===== src/rtl/memory_dump_tx.sv =====
`default_nettype none
// +--------------------------------------------------------------------------+
// | Module      : memory_dump_tx                                             |
// | Description : Serial transmitter for memory contents. On an accepted     |
// |               start it reads words first_addr..last_addr (inclusive)     |
// |               through a read-only memory port and sends each word as a   |
// |               UART-style frame: start bit, DATA_WIDTH data bits LSB      |
// |               first, stop bit. Used after boot to dump instruction or    |
// |               data memory for debug and load verification.               |
// | Ports       : clock        system clock, all logic on posedge            |
// |               reset        synchronous active-high reset                 |
// |               start        dump request, sampled only in IDLE            |
// |               first_addr   first word address, latched on accept         |
// |               last_addr    last word address (inclusive), latched        |
// |               mem_data     combinational read data for mem_address       |
// |               mem_address  memory read address                           |
// |               mem_oe       memory output enable, active-high             |
// |               tx           serial output, idle high                      |
// |               busy         high while a dump is in progress              |
// |               done         one-cycle pulse on completion or rejection    |
// | Revision    : 1.0 - initial release                                      |
// +--------------------------------------------------------------------------+
module memory_dump_tx #(
   parameter int CLKS_PER_BIT = 4,
   parameter int DATA_WIDTH   = 32,
   parameter int ADDR_WIDTH   = 32
) (
   input  logic                  clock,
   input  logic                  reset,
   input  logic                  start,
   input  logic [ADDR_WIDTH-1:0] first_addr,
   input  logic [ADDR_WIDTH-1:0] last_addr,
   input  logic [DATA_WIDTH-1:0] mem_data,
   output logic [ADDR_WIDTH-1:0] mem_address,
   output logic                  mem_oe,
   output logic                  tx,
   output logic                  busy,
   output logic                  done
);

   localparam int c_BAUD_W = (CLKS_PER_BIT > 1) ? $clog2(CLKS_PER_BIT) : 1;
   localparam int c_BIT_W  = (DATA_WIDTH > 1) ? $clog2(DATA_WIDTH) : 1;
   localparam logic [c_BAUD_W-1:0] c_BAUD_LAST = c_BAUD_W'(CLKS_PER_BIT - 1);
   localparam logic [c_BIT_W-1:0]  c_BIT_LAST  = c_BIT_W'(DATA_WIDTH - 1);

   typedef enum logic [2:0] {
      S_IDLE  = 3'd0,
      S_READ  = 3'd1,
      S_LATCH = 3'd2,
      S_START = 3'd3,
      S_DATA  = 3'd4,
      S_STOP  = 3'd5,
      S_NEXT  = 3'd6
   } state_t;

   state_t                r_state;
   logic [ADDR_WIDTH-1:0] r_addr;
   logic [ADDR_WIDTH-1:0] r_last;
   logic [DATA_WIDTH-1:0] r_shift;
   logic [c_BAUD_W-1:0]   r_baud;
   logic [c_BIT_W-1:0]    r_bit;
   logic                  r_oe;
   logic                  r_tx;
   logic                  r_busy;
   logic                  r_done;

   logic [DATA_WIDTH-1:0] w_shift_next;
   logic                  w_baud_end;

   assign w_shift_next = r_shift >> 1;
   assign w_baud_end   = (r_baud == c_BAUD_LAST);

   always_ff @(posedge clock) begin
      if (reset) begin
         r_state <= S_IDLE;
         r_addr  <= '0;
         r_last  <= '0;
         r_shift <= '0;
         r_baud  <= '0;
         r_bit   <= '0;
         r_oe    <= 1'b0;
         r_tx    <= 1'b1;
         r_busy  <= 1'b0;
         r_done  <= 1'b0;
      end else begin
         r_done <= 1'b0;
         case (r_state)
            S_IDLE: begin
               // A start coinciding with the done pulse is dropped so the
               // requester always sees done before a new dump can begin.
               if (start && !r_done) begin
                  r_last <= last_addr;
                  if (last_addr < first_addr) begin
                     r_done <= 1'b1;
                  end else begin
                     r_addr  <= first_addr;
                     r_oe    <= 1'b1;
                     r_busy  <= 1'b1;
                     r_state <= S_READ;
                  end
               end
            end
            S_READ: begin
               r_state <= S_LATCH;
            end
            S_LATCH: begin
               r_shift <= mem_data;
               r_oe    <= 1'b0;
               r_tx    <= 1'b0;
               r_baud  <= '0;
               r_state <= S_START;
            end
            S_START: begin
               if (w_baud_end) begin
                  r_baud  <= '0;
                  r_bit   <= '0;
                  r_tx    <= r_shift[0];
                  r_state <= S_DATA;
               end else begin
                  r_baud <= r_baud + 1'b1;
               end
            end
            S_DATA: begin
               if (w_baud_end) begin
                  r_baud <= '0;
                  if (r_bit == c_BIT_LAST) begin
                     r_tx    <= 1'b1;
                     r_state <= S_STOP;
                  end else begin
                     r_bit   <= r_bit + 1'b1;
                     r_shift <= w_shift_next;
                     r_tx    <= w_shift_next[0];
                  end
               end else begin
                  r_baud <= r_baud + 1'b1;
               end
            end
            S_STOP: begin
               if (w_baud_end) begin
                  r_baud  <= '0;
                  r_state <= S_NEXT;
               end else begin
                  r_baud <= r_baud + 1'b1;
               end
            end
            S_NEXT: begin
               // Compare before increment so an all-ones last address
               // terminates instead of wrapping to zero.
               if (r_addr == r_last) begin
                  r_done  <= 1'b1;
                  r_busy  <= 1'b0;
                  r_state <= S_IDLE;
               end else begin
                  r_addr  <= r_addr + 1'b1;
                  r_oe    <= 1'b1;
                  r_state <= S_READ;
               end
            end
            default: begin
               r_state <= S_IDLE;
            end
         endcase
      end
   end

   assign mem_address = r_addr;
   assign mem_oe      = r_oe;
   assign tx          = r_tx;
   assign busy        = r_busy;
   assign done        = r_done;

endmodule
`default_nettype wire


===== config.mk =====
export PLATFORM = sky130hd
export DESIGN_NAME = memory_dump_tx
export DESIGN_NICKNAME = d
export VERILOG_FILES = /design/src/rtl/memory_dump_tx.sv
export SDC_FILE = /design/constraint.sdc
export NUM_CORES = 1
export LEC_CHECK = 0
export BUFFER_PORTS_ARGS = -buffer_cell sky130_fd_sc_hd__buf_4
export CORE_UTILIZATION = 50
export DETAILED_ROUTE_END_ITERATION = 7
export GPL_TIMING_DRIVEN = 1
export PLACE_DENSITY = 0.74
export SYNTH_ARGS = -nofsm -noshare
export SYNTH_HDL_FRONTEND = slang
export SYNTH_SLANG_ARGS = --single-unit

===== constraint.sdc =====
create_clock -name clock -period 4.01 [get_ports clock]
set_clock_uncertainty 0.1 [all_clocks]
set_input_delay 0.2005 -clock clock [delete_from_list [all_inputs] [get_ports clock]]
set_output_delay 0.2005 -clock clock [all_outputs]
set_load 0.05 [all_outputs]

==> results list <==
- Die Span X: 115.6 um
- In the post-synthesis netlist, the cell with the most instances is sky130_fd_sc_hd__nand2_1.
* Startpoint types: input port
- Overall die area: 13350 um^2
- Cell internal power was estimated by the tool at between 2000 and 2500 uW.
- Synthesis inferred 110 register bits.
- Counting the buffers created by CTS gives 9.
- For this design the total switching power over the nets is 1053 uW.
- Violations in the final reports: DRC
- Setup repair after global routing left no endpoint under its margin.
- In the final routed layout, each cell accounts on average for 16.66 um.
* Net Count, Synth: roughly 970
- The analysis attributes to cell leakage a power of between 0.003 and 0.004 uW.
* Switching power share of the total: roughly a third
- With fillers left out, the area of the finished cells amounts to about 8000 um^2.
* Clk Tree Root Cell: sky130_fd_sc_hd__clkbuf_16
* Maximum clock path buffer count: 2
- Count of cells resized by post-cts repair: 0
- Synth warn: 0
* Initial core utilization: 51.09%
* VDD IR-drop max: between 0.0003 and 0.0004 V
* Final instance count without filler cells: 1113
- Total number of vias: between 6000 and 7000
- The pre-antenna-repair detailed-routing pass consisted of 7 iterations.
- The final critical path takes up between 70% and 80% of the cycle.
- Area Growth Syn to Fin: 22.55%
- The number of global-route vias before repair is 6092.
* Area fraction of the dominant cell type after synthesis: around a third
* Max-capacitance violation count: 0
* Number of standard-cell rows in the floorplan: 41
* Total Neg Setup Slack: 0 ns
- Number of sinks on the clock net: 110
- The worst setup path is of the input port to register kind.
* Slew HR: a little over two fifths
* Post-synthesis cell area: ~6400 um^2
* ANT cells: 0
- Critical path peak fanout: 12
- The worst setup path is captured at a register.
- In the synthesized netlist, the number of instances is 831.
- Sequential cells account for a little over two fifths of the total power.
- For this run the aggregate overflow at the end of global routing stands at 0.
* Clock transition at the register clock pins on the worst setup and hold paths after CTS: around 0.07 ns
* Most area-consuming cells after synthesis: sky130_fd_sc_hd__dfxtp_1 34%, sky130_fd_sc_hd__nand2_1 10%, sky130_fd_sc_hd__ha_1 6.8%
- Gp weighted congestion: 0.9110
- Post-place setup slack: roughly 1.2 ns
- Pwr Density: between 300 and 400 nW/um^2
- Max Fclk: between 300 and 400 MHz
- The clock network burns between 30% and 40% of the power.
* Part of the total power dissipated in combinational logic: between 20% and 30%
- sky130_fd_sc_hd__dfxtp_1 takes more of the synthesized area than any other cell.
- The detail route stage leaves a number of antenna-violating nets equal to 0.
- For this run, asynchronously set or reset flops after synthesis account for 0%.
- Initial drt markers: between 500 and 600
* Final Max Tran Viols: 0
* Number of synthesized flops with an enable pin: 0
- Total power of the final layout: approximately 3100 uW
- Clock latency on the worst-skew pair, taken at its later pin, is 0.35 ns.
- In this run the vertical extent of the chip is approximately 120 um.
- Tmin final: a little over 3 ns
- Maximum number of pins on one net before global-route repair: 74
* Hold-fix buffers at CTS: 4
- Required @ worst endpoint: between 4 and 5 ns
- First-pass GRT wire length: roughly 30 mm
- Global routing consumed, over all layers together, approximately 29% of the routing resources.
- Number of ports placed on the die boundary: around 140
- The count of buffers added on input and output ports is approximately 130.
- Antenna violations before repair: 0
- Core region area: between 10000 and 15000 um^2
- Synthesized area per cell: about 7.8 um^2
- After synthesis, the most frequently instantiated cells are 171 x sky130_fd_sc_hd__nand2_1, 110 x sky130_fd_sc_hd__dfxtp_1, 74 x sky130_fd_sc_hd__a21oi_1.
- Sequential elements use between 30 and 40% of the synthesized area.
- In the routed layout, each cell is associated on average with a via count of just under 6.
- Number of H-tree levels: 3
* Number of hold violations in the final report: 0
- Share of final-layout standard cells stronger than drive strength 1: 20.40%
- CP Data Arrival Time: 3.16 ns
- In this run the cell area measured after placement is between 7000 and 8000 um^2.
* Slew at the pin closest to its max-slew limit: ~0.86 ns
- In the routed design, unresolved DRC markers number 4.
- The wire-length estimate of the detail-placed layout is between 10 and 15 mm.
* Post-route worst setup slack: a little over 0.9 ns
- After detailed routing, the total wire length is ~19 mm.
- Worst min-delay path category: input port to register
* Yosys cell types: 64
- Buffers inserted during post-CTS setup optimization: 0
* Count of placed standard cells including taps: ~1100
- The final layout contains 1070 nets.
- Setup violations remaining at the end of the flow were counted as 0.
* CTS tree: yes
- The run finished, with violations left.
* Most used flip-flop cell after synthesis: sky130_fd_sc_hd__dfxtp_1
## routing by layer
layer	vias to the layer above	track usage, %	share of wire (%)
li1	3210	-	-
met1	2953	37.71	44
met2	306	46.23	45
met3	45	6.015	8.5
met4	0	11.77	2.9
met5	-	0	0
## cells by family after synthesis
group | Yosys count | share of synthesized area (%)
fa+ha+maj | 35 | 6.792
simple gates | 346 | 24.76
xor+xnor | 32 | 4.347
compound gates | 210 | 23.42
flops | 110 | 34.15
buf+inv | 95 | 6.055
mux | 3 | 0.4658
## through the flow
step / util [%] / hold slack, ns
after floorplan: - / 0.2365
after global placement: 59.78 / 0.3499
after detailed placement: 59.78 / 0.3603
after CTS: 62.61 / 0.001907
after global routing: 62.61 / 0.01025
final: 62.61 / 0.003915
## placed cells by master, fill, tap and decap left out, types with 3 or more instances in the layout
cell and instances:
sky130_fd_sc_hd__a32oi_1 3, sky130_fd_sc_hd__nand2b_1 6, sky130_fd_sc_hd__a211oi_1 3, sky130_fd_sc_hd__buf_4 146, sky130_fd_sc_hd__a221oi_1 3, sky130_fd_sc_hd__nor2_1 68, sky130_fd_sc_hd__o21ai_0 23, sky130_fd_sc_hd__mux2i_1 3
sky130_fd_sc_hd__a22oi_1 3, sky130_fd_sc_hd__o31ai_1 3, sky130_fd_sc_hd__a221oi_2 10, sky130_fd_sc_hd__nand4_1 24, sky130_fd_sc_hd__nor3_1 9, sky130_fd_sc_hd__a32o_1 3, sky130_fd_sc_hd__dlygate4sd3_1 4, sky130_fd_sc_hd__a21oi_1 74
sky130_fd_sc_hd__dfxtp_1 110, sky130_fd_sc_hd__nor2b_1 4, sky130_fd_sc_hd__a311oi_1 32, sky130_fd_sc_hd__and4_1 5, sky130_fd_sc_hd__or2_2 3, sky130_fd_sc_hd__nor4_2 4, sky130_fd_sc_hd__clkbuf_16 9, sky130_fd_sc_hd__and2_1 4
sky130_fd_sc_hd__ha_1 35, sky130_fd_sc_hd__inv_1 38, sky130_fd_sc_hd__nor4_1 5, sky130_fd_sc_hd__a41oi_1 4, sky130_fd_sc_hd__nand2_1 171, sky130_fd_sc_hd__a31oi_1 10, sky130_fd_sc_hd__o32ai_1 13, sky130_fd_sc_hd__and3_1 13
sky130_fd_sc_hd__nand3_1 16, sky130_fd_sc_hd__xnor2_1 32
## critical path, cell delays in order
cell and delay [ns]:
sky130_fd_sc_hd__dlygate4sd3_1 0.54, sky130_fd_sc_hd__buf_4 0.14, sky130_fd_sc_hd__ha_1 0.29, sky130_fd_sc_hd__nand4_1 0.16
sky130_fd_sc_hd__nor2_1 0.07, sky130_fd_sc_hd__a311oi_1 0.50, sky130_fd_sc_hd__a31oi_1 0.37, sky130_fd_sc_hd__nor2_2 0.72
sky130_fd_sc_hd__a221oi_1 0.17
## cell type report
| type | instances | area, um^2 |
|---|---|---|
| clock inverter | 5 | 65.06 |
| fill | 1191 | 4718 |
| timing repair buffer | 150 | 1136 |
| inverter | 39 | 146.4 |
| multi-input combinational | 626 | 3884 |
| sequential | 110 | 2202 |
| tap | 172 | 215.2 |
| clock buffer | 11 | 252.7 |
## state kept, by name, summed over array words and instances (netlist names)
register,count
mem_address,32
r_last,32
r_shift,32
r_bit,5
r_state,3
r_baud,2
busy,1
done,1
mem_oe,1
tx,1
## power by group through the flow
stage	sequential (uW)	combinational (uW)	clock (uW)
after global placement	1360	824	0
after global routing	1360	919	1010
after CTS	1340	838	963
after detailed placement	1370	833	0
after floorplan	1450	463	0
final	1340	838	951
## path summary, 6_finish.rpt
check                                                  start                      endpoint  slack, ns  depth (start not counted)
worst min register to register       r_last[28]$_SDFFE_PP0P_       r_last[28]$_SDFFE_PP0P_       0.37                          2
worst max register to register  mem_address[23]$_SDFFE_PP0P_  mem_address[24]$_SDFFE_PP0P_       1.23                          6
worst max-delay path                           last_addr[31]  mem_address[27]$_SDFFE_PP0P_       0.93                          9
worst min-delay path                           last_addr[19]       r_last[19]$_SDFFE_PP0P_      0.004                          3
(Power assumes the default switching activity.)
